## config.mk

```make
export PLATFORM = sky130hd
export DESIGN_NAME = tick_timer
export DESIGN_NICKNAME = d
export VERILOG_FILES = /design/src/rtl/tick_timer.sv
export SDC_FILE = /design/constraint.sdc
export NUM_CORES = 1
export LEC_CHECK = 0
export BUFFER_PORTS_ARGS = -buffer_cell sky130_fd_sc_hd__buf_4
export CAP_MARGIN = 5
export CELL_PAD_IN_SITES_DETAIL_PLACEMENT = 0
export CELL_PAD_IN_SITES_GLOBAL_PLACEMENT = 1
export CORE_UTILIZATION = 34
export CTS_CLUSTER_SIZE = 14
export DETAILED_ROUTE_END_ITERATION = 8
export PLACE_DENSITY_LB_ADDON = 0.1
export SLEW_MARGIN = 5
export SYNTH_ARGS = -nofsm -noshare
export SYNTH_HDL_FRONTEND = slang
export SYNTH_SLANG_ARGS = --single-unit
```

## constraint.sdc

```tcl
create_clock -name clk_i -period 1.9 [get_ports clk_i]
set_input_delay 0.285 -clock clk_i [delete_from_list [all_inputs] [get_ports clk_i]]
set_output_delay 0.285 -clock clk_i [all_outputs]
set_load 0.03 [all_outputs]
```

## src/rtl/tick_timer.sv

```systemverilog
// Periodic tick prescaler plus a loadable down-counter in tick units with a one-cycle expiry pulse.
// Define TICK_TIMER_AUTORELOAD_EN to reload the counter on expiry and keep running.
module tick_timer #(
  parameter int PRESCALE = 20,
  parameter int TIMER_W  = 16
) (
  input  logic               clk_i,
  input  logic               rst_i,
  input  logic               start_i,
  input  logic [TIMER_W-1:0] load_val_i,
  input  logic               cancel_i,
  output logic               tick_o,
  output logic               busy_o,
  output logic               expired_o,
  output logic [TIMER_W-1:0] count_o
);

  localparam int PRE_W = (PRESCALE > 1) ? $clog2(PRESCALE) : 1;

  typedef enum logic {
    IDLE = 1'b0,
    RUN  = 1'b1
  } state_t;

  state_t             state_q, state_d;
  logic [PRE_W-1:0]   pre_q, pre_d;
  logic [TIMER_W-1:0] count_q, count_d;
  logic               expired_q, expired_d;
`ifdef TICK_TIMER_AUTORELOAD_EN
  logic [TIMER_W-1:0] reload_q, reload_d;
`endif

  assign tick_o    = (pre_q == PRE_W'(PRESCALE - 1));
  assign busy_o    = (state_q == RUN);
  assign expired_o = expired_q;
  assign count_o   = count_q;

  // NOTE: every signal driven here gets a default first, so no path can infer a latch.
  always_comb begin
    state_d   = state_q;
    count_d   = count_q;
    expired_d = 1'b0;
    pre_d     = tick_o ? '0 : pre_q + PRE_W'(1);
`ifdef TICK_TIMER_AUTORELOAD_EN
    reload_d  = reload_q;
`endif

    if (cancel_i) begin
      state_d = IDLE;
      count_d = '0;
`ifdef TICK_TIMER_AUTORELOAD_EN
      reload_d = '0;
`endif
    end else if (start_i) begin
`ifdef TICK_TIMER_AUTORELOAD_EN
      reload_d = load_val_i;
`endif
      if (load_val_i != '0) begin
        state_d = RUN;
        count_d = load_val_i;
        pre_d   = '0;
      end else begin
        // A zero timeout expires immediately without entering RUN.
        state_d   = IDLE;
        count_d   = '0;
        expired_d = 1'b1;
      end
    end else if (state_q == RUN && tick_o) begin
      if (count_q <= TIMER_W'(1)) begin
        expired_d = 1'b1;
`ifdef TICK_TIMER_AUTORELOAD_EN
        count_d = reload_q;
`else
        state_d = IDLE;
        count_d = '0;
`endif
      end else begin
        count_d = count_q - TIMER_W'(1);
      end
    end
  end

  // NOTE: sequential state uses non-blocking assignments so all registers update together.
  always_ff @(posedge clk_i) begin
    if (rst_i) begin
      state_q   <= IDLE;
      pre_q     <= '0;
      count_q   <= '0;
      expired_q <= 1'b0;
`ifdef TICK_TIMER_AUTORELOAD_EN
      reload_q  <= '0;
`endif
    end else begin
      state_q   <= state_d;
      pre_q     <= pre_d;
      count_q   <= count_d;
      expired_q <= expired_d;
`ifdef TICK_TIMER_AUTORELOAD_EN
      reload_q  <= reload_d;
`endif
    end
  end

endmodule
```

# ---- After elaboration in Yosys (flattened, before gate mapping)
# Cells that the tools add are included.
dict set report word_totals {
  register_bits 23
  out_inout_bits 19
  word_cells 30
}
dict set report classes {
  add_sub_neg 2
  muxes 16
  reduce_logical 6
  eq_ne 1
  n_lt_le_gt_ge 1
}
# cell count
set op_table {}
lappend op_table {{$mux W16} 4}
lappend op_table {{$mux W5} 4}
lappend op_table {{$le A16 B1 Y1 const B} 1}
lappend op_table {{$reduce_bool A16 Y1} 1}
lappend op_table {{$sub A16 B1 Y16 const B} 1}
lappend op_table {{$mux W1} 8}
lappend op_table {{$add A5 B1 Y5 const B} 1}
lappend op_table {{$eq A5 B5 Y1 const B} 1}
lappend op_table {{$reduce_bool A2 Y1} 2}
lappend op_table {{$reduce_and A2 Y1} 1}
lappend op_table {{$reduce_or A2 Y1} 1}
lappend op_table {{$logic_and A1 B1 Y1} 1}

# ---- Logic depth before layout (Yosys ltp)
dict set report logic_depth {
  depth_word 5
  mapped_depth 8
}

# ---- Worst setup path before layout
# OpenSTA, ideal clock, no wires.
dict set report synth_timing {
  kind {flip-flop to flip-flop}
  from {register pre_q[0]}
  to {register count_q[9] (netlist: count_o[9])}
  required_ps 1777
  synth_period_minus_slack_ps 2104
  t_arrival_ps 1981
  path_slack_ps -204
  path_stages_with_launch 8
  setup_time_ps 123
  n_path_buf 2
  path_cell_list {dfxtp_1 -> ha_1 -> nor4bb_1 -> clkbuf_1 -> a21oi_1 -> clkbuf_1 -> a221oi_1 -> nor2_1}
}
dict set report synth_between {
  elab_chain_cells 3
}
# element line
set synth_lines {}
lappend synth_lines {{start, declared} 26} ;# logic [PRE_W-1:0] pre_q, pre_d;
lappend synth_lines {{start signal, assigned} 95} ;# pre_q <= pre_d;
lappend synth_lines {{$eq A5 B5 Y1} 33} ;# assign tick_o = (pre_q == PRE_W'(PRESCALE - 1));
lappend synth_lines {{net tick_o} 12} ;# output logic tick_o,
lappend synth_lines {{$logic_and A1 B1 Y1} 68} ;# end else if (state_q == RUN && tick_o) begin
lappend synth_lines {{$reduce_bool A2 Y1 (no line)} n/a}
lappend synth_lines {{end signal, assigned} 96} ;# count_q <= count_d;
lappend synth_lines {{end, declared} 27} ;# logic [TIMER_W-1:0] count_q, count_d;
# The timed path passes the listed nets, and every way through them passes these cells.
# A chain may end at the register's enable or synchronous reset.

# ---- Final worst setup path
dict set report layout_timing {
  from {register count_q[10] (netlist: count_o[10])}
  to {register count_q[10] (netlist: count_o[10])}
}
dict set report layout_between {
  elab_chain_cells 4
}
# element line
set layout_lines {}
lappend layout_lines {{$sub A16 B1 Y16 / $le A16 B1 Y1 (equally long branches)} {78, 69}}
lappend layout_lines {{$mux W16 *} 69} ;# if (count_q <= TIMER_W'(1)) begin
lappend layout_lines {{$mux W16 *} 68}
lappend layout_lines {{$mux W16 *} 54} ;# end else if (start_i) begin
# Mark *: on every way between the ends. The rest lies on a longest branch, timed or not. The select of a mux whose other input is x is not followed.

==> out/summary.txt <==
Final ANT Viol Nets -> 0
Setup WS pre-CTS -> -84.0 ps
DRT Pass-1 Iters -> 4
Util after Layout -> 0.526
Netlist cell types -> 48
Post-synth EDFFs -> 0
Syn_area_per_cell -> 8.49 sq um
Multi-input logic area -> 973 sq um
FF+latch count, synth -> 23
Worst path required time -> 2060 ps
Worst Slack Setup Final -> -10.7 ps
Die width -> 66.6 um
GRT overflow -> 0
First-pass GRT wire length -> 7560 um
Worst Path Arrival -> 2070 ps
Initial Utilization -> 0.354
I/O pin count -> 39
Die height -> 66.6 um
Area Overhead vs Synth -> 48.5%
Max Clk Rate -> 523 MHz
RSZ-0062 raised after global routing -> yes
Clock share of power -> 0.239
I/O Buffers -> 38
Clk slew on worst S/H paths -> 80 ps
Net Sw Frac -> 0.352
Cell accounting for the most synthesized area -> dfxtp_1
# fillers -> 389
H-tree depth -> 1
Yosys top cell area share -> 0.325
Ant diodes -> 0
CP peak stage delay -> 560 ps
Cell family with most CP delay -> simple AND/OR/NAND/NOR gates
Die area -> 0.00443 sq mm
Ys Warns -> 0
Commonest non-fill, non-tap cell in the layout -> buf_4
Sequential fraction of the synthesis area -> 0.325
Root Driver -> clkbuf_8
Initial antenna violation count -> 0
Worst Hold Class -> in2reg
Share of cells above drive strength 1 -> 0.455
Largest net degree at the start of global routing -> 18
Pwr Density -> 651 mW/mm^2
Global Route Usage Sum -> 0.227
Core area -> 0.00400 sq mm
Most frequent cells in the layout -> buf_4, dfxtp_1, nor2_1
Initial DRC count -> 82
Final slew viol count -> 0
Hold Path Origin -> load_val_i[6]
Drt via density -> 5.64
Drc violations -> 0
Pint -> 0.000888 W
Final #Nets -> 255
Register area -> 470 sq um
Max Clock Skew -> 10.1 ps
LEAKAGE -> 0.909 nW
Syn Nets -> 190
Tcrit/Tclk final -> 1.01
Status -> finished, violations left
Critical Path End Type -> flip-flop
HPWL after DPL -> 3670 um
Top post-synthesis cells by area -> dfxtp_1, a221oi_2, o21ai_0
CP Class -> reg2reg
Vias in the first global route -> 1525
Worst path buffer plus inverter count -> 1
Flop pwr share -> 0.384
Post-route minimum period -> 1910 ps
Cts hold-fix bufs -> 0
Type of origin of the critical path -> flip-flop
NetSw -> 0.000483 W
Violated checks -> negative setup slack
R2R Path Start -> count_o[10]$_SDFFE_PP0P_
Synthesized area -> 0.00142 sq mm
RD Place Congestion -> 0.892
Setup Viol. Count Final -> 1
Relative slew slack -> 0.728
Via count -> 1586
Max cap viols -> 0
Worst-Skew Late Latency -> 280 ps
Main synth FF type -> dfxtp_1
Worst-Margin Slew -> 403 ps
Cells after Synth -> 167
Routed len/inst -> 17.4 um
VDD IR max -> 0.306 mV
Combinational share of power -> 0.377
Hold Violations, Final -> 0
Crit path cell chain -> or4_4 > nor3_4 > a31oi_4 > buf_4 > a221oi_2 > nor2_1
Slowest stage cell on the critical path -> or4_4
Critical-path maximum fanout -> 7
Num CTS Buffers -> 3
Core Rows -> 23
CTS tree -> yes
Synth async-reset ratio -> 0
Clock tree sinks -> 23
Clock Tree Buf Depth -> 2
Total routed wirelength -> 4900 um
Critical path origin -> count_o[10]$_SDFFE_PP0P_
[worst reg2reg max path, stage by stage, from the launching register on]
cell and delay (ps):
dfxtp_2 330, or4_4 560, nor3_4 250, a31oi_4 180
buf_4 190, a221oi_2 230, nor2_1 70
[cells in the mapped netlist (all sizes together), types with 3 or more instances]
cell type	count
nor2	18
xor2	4
dfxtp	23
nand2	10
clkbuf	8
a21oi	12
ha	3
o21ai	15
inv	6
xnor2	4
a221oi	8
o31a	3
nor4	10
nor3	7
[cell type report]
cell class | instances | share of cell area
multi-input combinational | 128 | 0.463
timing repair buffer | 70 | 0.251
sequential | 23 | 0.224
tap | 50 | 0.0297
clock buffer | 3 | 0.0196
inverter | 6 | 0.0107
clock inverter | 1 | 0.00238
[per-layer routing]
layer | vias up | routed length [um] | track usage | part of all wire
met1 | 768 | 2210 | 0.288 | 0.45
met2 | 46 | 2420 | 0.394 | 0.49
li1 | 765 | - | - | -
met3 | 7 | 202 | 0.0291 | 0.041
met4 | 0 | 66 | 0.0691 | 0.013
met5 | - | 0 | 0 | 0
[worst paths after layout]
check / endpoint / slack, ps / cells after the start
worst max register to register: count_o[10]$_SDFFE_PP0P_ / -10 / 6
worst min-delay path: count_o[6]$_SDFFE_PP0P_ / 250 / 3
worst min register to register: pre_q[0]$_SDFF_PP0_ / 470 / 1
worst max-delay path: count_o[10]$_SDFFE_PP0P_ / -10 / 6
[power by group through the flow]
stage,Combinational [W],Clock [W],Sequential (W)
finish,0.000517,0.000328,0.000526
global route,0.000553,0.000354,0.000530
CTS,0.000484,0.000333,0.000526
detailed placement,0.000462,0,0.000537
global placement,0.000462,0,0.000536
floorplan,0.000239,0,0.000573
[logic make-up (layout without fill, tap and decap cells)]
group                    Yosys count  count (layout)  synth area share
AO/OA/AOI/OAI                     58              58             0.307
XOR/XNOR                           8               8            0.0494
adder cells (fa/ha/maj)            3               3            0.0265
buffers and inverters             16              80            0.0485
flip-flops                        23              23             0.325
multiplexers                       1               1           0.00706
AND/OR/NAND/NOR                   58              58             0.237
[stage by stage]
step	setup TNS (ps)	hold WS (ps)	power (W)	instance area, sq um	std cells
floorplan	-16.0	433	0.000812	1420	167
detailed placement	-310	459	0.00100	1950	275
global placement	-101	443	0.000998	1950	275
finish	-10.7	252	0.00137	2100	281
global route	-453	260	0.00144	2100	281
CTS	0	266	0.00134	2030	280
[sequential cells by signal (all words and copies together), names as in the netlist]
signal and flops:
count_o 16, expired_o 1, pre_q 5, busy_o 1
[repair_timing]
action	in CTS	in global routing
setup buffers	1	1
gates resized for setup	7	15
pin swaps	4	13
endpoints found under the setup margin	11	17
Note: power is estimated with default switching activity, not from simulation.
